--- config.mk ---
export PLATFORM = sky130hd
export DESIGN_NAME = dot_product_accumulator
export DESIGN_NICKNAME = d
export VERILOG_FILES = /design/src/rtl/dot_product_pkg.sv /design/src/rtl/mac_tag_pipe.sv /design/src/rtl/dot_product_accumulator.sv
export SDC_FILE = /design/constraint.sdc
export NUM_CORES = 1
export LEC_CHECK = 0
export BUFFER_PORTS_ARGS = -buffer_cell sky130_fd_sc_hd__buf_2
export CELL_PAD_IN_SITES_DETAIL_PLACEMENT = 1
export CELL_PAD_IN_SITES_GLOBAL_PLACEMENT = 1
export CORE_MARGIN = 2
export CORE_UTILIZATION = 30
export DETAILED_ROUTE_END_ITERATION = 8
export PLACE_DENSITY = 0.72
export SLEW_MARGIN = 20
export SYNTH_ARGS = -nofsm -noshare
export SYNTH_HDL_FRONTEND = slang
export SYNTH_HIERARCHICAL = 1
export SYNTH_SLANG_ARGS = --single-unit
--- constraint.sdc ---
create_clock -name clk -period 3.4 [get_ports clk]
set_clock_uncertainty 0.1 [all_clocks]
set_input_delay 0.51 -clock clk [delete_from_list [all_inputs] [get_ports clk]]
set_output_delay 0.51 -clock clk [all_outputs]
set_load 0.01 [all_outputs]
--- src/rtl/dot_product_pkg.sv ---
// Shared types for the streaming dot-product unit: control states, the tag
// that travels beside each product, and the default multiplier latency.
package dot_product_pkg;

  localparam int DEFAULT_LATENCY = 3;

  typedef enum logic [1:0] {
    ACCUM = 2'd0,
    DRAIN = 2'd1,
    DONE  = 2'd2
  } state_e;

  typedef struct packed {
    logic valid;
    logic last;
  } tag_t;

endpackage : dot_product_pkg

--- src/rtl/mac_tag_pipe.sv ---
// Delay line of {valid, last} tags whose depth matches the multiplier latency,
// so the tap qualifies whatever product the multiplier presents that cycle.
module mac_tag_pipe
  import dot_product_pkg::*;
#(
  parameter int DEPTH = DEFAULT_LATENCY
) (
  input  logic clk,
  input  logic rst,
  input  tag_t i_tag,
  output tag_t o_tag
);

  tag_t r_pipe [DEPTH];

  // NOTE: unlike the multiplier's product registers, every tag stage is reset;
  // the zero tags are what hide the multiplier's stale contents after reset.
  always_ff @(posedge clk) begin
    if (rst) begin
      for (int i = 0; i < DEPTH; i++) begin
        r_pipe[i] <= '0;
      end
    end else begin
      r_pipe[0] <= i_tag;
      for (int i = 1; i < DEPTH; i++) begin
        r_pipe[i] <= r_pipe[i-1];
      end
    end
  end

  assign o_tag = r_pipe[DEPTH-1];

endmodule : mac_tag_pipe

--- src/rtl/dot_product_accumulator.sv ---
// Streaming dot-product front/back end around an external pipelined multiplier:
// accepts operand pairs, tags them through the multiplier latency, sums products.
module dot_product_accumulator
  import dot_product_pkg::*;
#(
  parameter int WIDTH   = 8,
  parameter int LATENCY = DEFAULT_LATENCY,
  parameter int GUARD   = 8,
  parameter int CNT_W   = 16,
  localparam int ACC_W  = 2*WIDTH + GUARD
) (
  input  logic               clk,
  input  logic               rst,
  input  logic               in_valid,
  output logic               in_ready,
  input  logic [WIDTH-1:0]   in_a,
  input  logic [WIDTH-1:0]   in_b,
  input  logic               in_last,
  output logic [WIDTH-1:0]   mult_a,
  output logic [WIDTH-1:0]   mult_b,
  input  logic [2*WIDTH-1:0] mult_y,
  output logic               out_valid,
  input  logic               out_ready,
  output logic [ACC_W-1:0]   out_data,
  output logic [CNT_W-1:0]   out_count
);

  localparam logic [CNT_W-1:0] CNT_MAX = '1;

  state_e           r_state;
  logic [ACC_W-1:0] r_acc;
  logic [CNT_W-1:0] r_beats;

  logic             w_in_fire;
  tag_t             w_tag_in;
  tag_t             w_tap;
  logic [ACC_W-1:0] w_acc_sum;
  logic [CNT_W-1:0] w_beats_next;

  assign in_ready  = (r_state == ACCUM);
  assign w_in_fire = in_valid & in_ready;

  // Idle cycles feed zeros so the multiplier never sees unaccepted operands.
  assign mult_a = w_in_fire ? in_a : '0;
  assign mult_b = w_in_fire ? in_b : '0;

  assign w_tag_in.valid = w_in_fire;
  assign w_tag_in.last  = w_in_fire & in_last;

  mac_tag_pipe #(
    .DEPTH (LATENCY)
  ) u_tag_pipe (
    .clk   (clk),
    .rst   (rst),
    .i_tag (w_tag_in),
    .o_tag (w_tap)
  );

  assign w_acc_sum    = r_acc + {{GUARD{1'b0}}, mult_y};
  assign w_beats_next = (r_beats == CNT_MAX) ? r_beats : r_beats + CNT_W'(1);

  // NOTE: sequential state uses non-blocking assignments so every register
  // samples pre-edge values, independent of statement order.
  always_ff @(posedge clk) begin
    if (rst) begin
      r_acc     <= '0;
      r_beats   <= '0;
      out_data  <= '0;
      out_count <= '0;
    end else if (w_tap.valid) begin
      if (w_tap.last) begin
        out_data  <= w_acc_sum;
        out_count <= w_beats_next;
        r_acc     <= '0;
        r_beats   <= '0;
      end else begin
        r_acc   <= w_acc_sum;
        r_beats <= w_beats_next;
      end
    end
  end

  // One vector in flight: stop accepting after its last beat until the
  // result has been handed off downstream.
  always_ff @(posedge clk) begin
    if (rst) begin
      r_state   <= ACCUM;
      out_valid <= 1'b0;
    end else begin
      unique case (r_state)
        ACCUM: begin
          if (w_in_fire && in_last) begin
            r_state <= DRAIN;
          end
        end
        DRAIN: begin
          if (w_tap.valid && w_tap.last) begin
            r_state   <= DONE;
            out_valid <= 1'b1;
          end
        end
        DONE: begin
          if (out_ready) begin
            r_state   <= ACCUM;
            out_valid <= 1'b0;
          end
        end
        default: begin
          r_state   <= ACCUM;
          out_valid <= 1'b0;
        end
      endcase
    end
  end

endmodule : dot_product_accumulator

# After elaboration in Yosys (flattened, before gate mapping)

Memories as Yosys holds them, arrays and structs flattened.
Index checks and enable logic that the tools add are counted.

Register bits after elaboration: 83
Input port bits: 37
RAM bits: 6
Output and inout port bits: 58
Memories: 1

Memory list:

| memory            | words | bits a word | rd ports | clocked after memory_dff | wr ports | RTL line           | text |
|---|---|---|---|---|---|---|---|
| u_tag_pipe.r_pipe | 3     | 2           | 3        | 0                        | 3        | mac_tag_pipe.sv:14 | `tag_t r_pipe [DEPTH];` |

Muxes and demuxes: 18
Equality and inequality tests: 6
Reductions and logical operators: 6
$add $sub $neg: 2
Bitwise gates (word level): 6

Operator list:

| kind                    | count |
|---|---|
| $mux W16                | 2 |
| $add A24 B16 Y24        | 1 |
| $mux W24                | 1 |
| $add A16 B1 Y16 const B | 1 |
| $eq A16 B16 Y1 const B  | 1 |
| $mux W8                 | 2 |
| $mux W2                 | 6 |
| $pmux W2 S3             | 1 |
| $reduce_and A3 Y1       | 2 |
| $mux W1                 | 5 |
| $ne A2 B2 Y1 const B    | 2 |
| $or A1 B1 Y1            | 3 |
| $pmux W1 S3             | 1 |
| $and A1 B1 Y1           | 2 |
| $eq A2 B1 Y1 const B    | 1 |
| $eq A2 B2 Y1 const B    | 1 |
| $logic_and A1 B1 Y1     | 2 |
| $logic_not A2 Y1        | 1 |
| $ne A2 B1 Y1 const B    | 1 |
| $reduce_and A2 Y1       | 1 |
| $not A1 Y1              | 1 |

# Longest topological paths before layout

Word-level depth: 5
Gate-level depth with buffers: 10
Gate-level depth less buffers: 10

# Modules after synthesis

Netlist, hierarchy kept.

Modules (own cells, without submodules):

| module                  | seq. area each (µm²) | instances | area each (µm²) | cells an instance |
|---|---|---|---|---|
| dot_product_accumulator | 1661.6               | 1         | 4523.1          | 580 |
| mac_tag_pipe            | 120.1                | 1         | 172.7           | 14 |

# Least setup slack after synthesis

OpenSTA, ideal clock, no wires.

Path kind: input -> register
From: in mult_y[0]
To: reg r_acc[20]
Stages: 10
Arrival: 2.404 ns
Slack: 0.821 ns
Cells stage by stage: ha_1 > inv_1 > fa_1 > nor2b_1 > o31a_1 > a21oi_2 > a21oi_4 > o21bai_2 > or4_1 > a31oi_1

Cells in the longest elaborated chain, start to end: 2

Ends and longest elaborated chain:

| element              | RTL line                      | text |
|---|---|---|
| start, declared      | dot_product_accumulator.sv:21 | `input logic [2*WIDTH-1:0] mult_y,` |
| $add A24 B16 Y24     | dot_product_accumulator.sv:59 | `assign w_acc_sum = r_acc + {{GUARD{1'b0}}, mult_y};` |
| $mux W24             | dot_product_accumulator.sv:71 | `if (w_tap.last) begin` |
| end signal, assigned | dot_product_accumulator.sv:77 | `r_acc <= w_acc_sum;` |
| end, declared        | dot_product_accumulator.sv:31 | `logic [ACC_W-1:0] r_acc;` |

No other way between the ends.
A chain may end at the register's enable or synchronous reset.

# Final worst setup path

From: reg r_acc[0]
To: reg r_acc[20]

Cells in the longest elaborated chain, start to end: 2

Ends and longest elaborated chain:

| element          | RTL line |
|---|---|
| $add A24 B16 Y24 | dot_product_accumulator.sv:59 |
| $mux W24         | dot_product_accumulator.sv:71 |

No other way between the ends.

==> impl_metrics.ini <==
[timing]
finalMaxSlewViolations = 0
tightest_slew_ps = 892
final.min_clock_period_ps = 2680
max_clock_freq_ghz = 0.374
relSlewSlack = 0.403
postLayoutSetupSlackWorst_ps = 723
rsz0062_at_grt = no
timing.final.crit_share = 0.787
setup_viol = 0
setup_tns_ps = 0
hold_viol_final = 0

[power_and_ir_drop]
power_frac_seq = 0.472
pwr-share-comb = 0.089
pwr_density_cell_nw_per_um2 = 404
intPower_w = 0.00171
vdd_drop_max_uv = 244
power.leakage_nw = 2.41
p_clk_frac = 0.439
switching_share = 0.251
switchingPower_w = 0.000574

[routing]
wl_per_cell_um = 16.0
vias_per_cell = 5.22
wl_um = 14200
drt_pass1_iterations = 4
drc_errors = 0
ant_nets = 0
dr_total_vias = 4645
drtIter0Drc = 212

[outcome]
status = finished clean

[clocking]
cts_max_path_buffers = 2
clock-sinks = 89
cts_tree = built
cts_root_buf = clkbuf_16
h-tree-depth = 3
numCtsBuffers = 9
cts_resized = 0
holdBufCountCts = 0
post_cts_buffers = 0
clk_pin_slew_worst_paths_ps = 70
clock_latency_ps = 350

[layout]
antenna_cells = 0
stdcell_area_sq_um = 5660
drive_gt1_frac = 0.184
stdcell_count = 890
n_fill_cell = 1844
final_nets = 729
syn2layout_area_growth_pct = 20.5

[global_routing]
grt_pass1_wl_um = 24000
grt_pass1_vias = 4936
grt_max_degree = 38
grt_usage = 0.178
grt_antenna_before_repair = 0
grt_overflow = 0

[place]
place_inst = 874
pre_cts_ws_ps = 469
port-buffer-count = 94
dp_hpwl_um = 10300
placed_area_sq_um = 5370
gp_congestion = 0.869

[floorplan]
ios = 95
start_util = 0.308
die_w_um = 129
die_y_um = 129
die-area_sq_um = 16700
num_rows = 45
coreArea_sq_um = 15300

[synthesis]
yosysMostFrequentCell = dfxtp_1
synth_compound_area_frac = 0.233
synth-edff-count = 0
yosys.area.top_type = dfxtp_1
synth_xor_area_frac = 0.0578
synth_nets = 649
seq_area_frac_synth = 0.379
synth_top_family_by_area = compound AO/OA/AOI/OAI gates
synth.distinct_cells = 51
yosys_most_used_dff = dfxtp_1
ys_ff_latch = 89
yosys_warnings = 6
async_flop_share = 0
synth_mux_area_frac = 0.00853
synth_common_cells = 89 x dfxtp_1, 70 x nand2_1, 67 x nor2_1
avgSynthCellArea_sq_um = 7.91
yosys.area_share.simple = 0.233
synthAdderAreaFrac = 0.0496
synth.area.top_cells = dfxtp_1 38%, a21oi_1 6.8%, nand2_1 5.6%, nor2_1 5.4%, ha_1 4.5%
synth_top_area_frac = 0.379
synthesis.area_sq_um = 4700
syn_inst = 594

[worst_hold_path]
hp-class = flip-flop to flip-flop

[setup_path]
path_class = flip-flop to flip-flop
cp-start-kind = flip-flop
worstPathMaxFanout = 6
cp.arrival_ps = 2850
required_ps = 3580
cp-end-kind = flip-flop

[flow_run]
drv_cap = 0
[flip-flops by register name, summed over array words and instances, names as in the netlist]
register / flops
out_valid: 1
r_beats: 16
u_tag_pipe/r_pipe: 6
out_count: 16
r_acc: 24
out_data: 24
r_state: 2
[cell type report]
type / instances / area [sq um] / share of cell area
clock buffers: 11 / 233 / 0.0411
clock inverters: 5 / 56.3 / 0.00995
inverters: 11 / 41.3 / 0.00730
multi-input cells: 459 / 2740 / 0.484
flip-flops and latches: 89 / 1780 / 0.315
well taps: 211 / 264 / 0.0467
repair buffers: 104 / 546 / 0.0964
[placed cells by master, fill, tap and decap left out, types with 17 or more instances in the layout]
| cell | instances |
|---|---|
| nor2_1 | 66 |
| and3_1 | 29 |
| dfxtp_1 | 89 |
| o21ai_0 | 40 |
| nand2_1 | 70 |
| buf_2 | 94 |
| ha_1 | 17 |
| a21oi_1 | 64 |
| xnor2_1 | 23 |
[metal layers]
layer  up-vias  track usage  wire [um]
met4         0       0.0512        211
met2        93        0.318       7000
li1       2271            -          -
met3        14       0.0351        514
met1      2267        0.218       6520
met5         -            0          0
[through the flow]
step	util	power [W]	hold WS [ps]
after floorplan	-	0.00123	314
after global placement	0.352	0.00130	314
after detailed placement	0.352	0.00131	328
after CTS	0.371	0.00230	346
after global routing	0.371	0.00238	361
final	0.371	0.00228	342
[power by group through the flow]
stage                     Combinational [W]  Sequential [W]  Clock (W)
after floorplan                    0.000138         0.00109          0
after global placement             0.000197         0.00110          0
after detailed placement           0.000203         0.00110          0
after CTS                          0.000205         0.00108    0.00102
after global routing               0.000227         0.00108    0.00107
final                              0.000203         0.00108    0.00100
[critical path, stage by stage, from the launching register on]
cell and delay, ps:
dfxtp_1 350, ha_1 170, inv_1 50, fa_1 390
nor2b_1 150, o31a_1 220, a21oi_2 110, a21oi_4 250
o21bai_2 150, or4_1 490, a31oi_1 170
[final timing paths]
path                                start                       to  slack [ps]  cells after the start
hold reg to reg   u_tag_pipe/r_pipe[0][2]  u_tag_pipe/r_pipe[0][4]         340                      1
hold / removal    u_tag_pipe/r_pipe[0][2]  u_tag_pipe/r_pipe[0][4]         340                      1
setup reg to reg                 r_acc[0]                r_acc[20]         720                     10
setup / recovery                 r_acc[0]                r_acc[20]         720                     10
[kinds of logic (layout without fill, tap and decap cells)]
family	count (synthesis)	count (layout)
buf+inv	46	131
fa+ha+maj	18	18
simple gates	229	229
mux	4	4
flops	89	89
xor+xnor	31	31
compound gates	177	177
No activity file was read; power rests on OpenSTA's default activity.
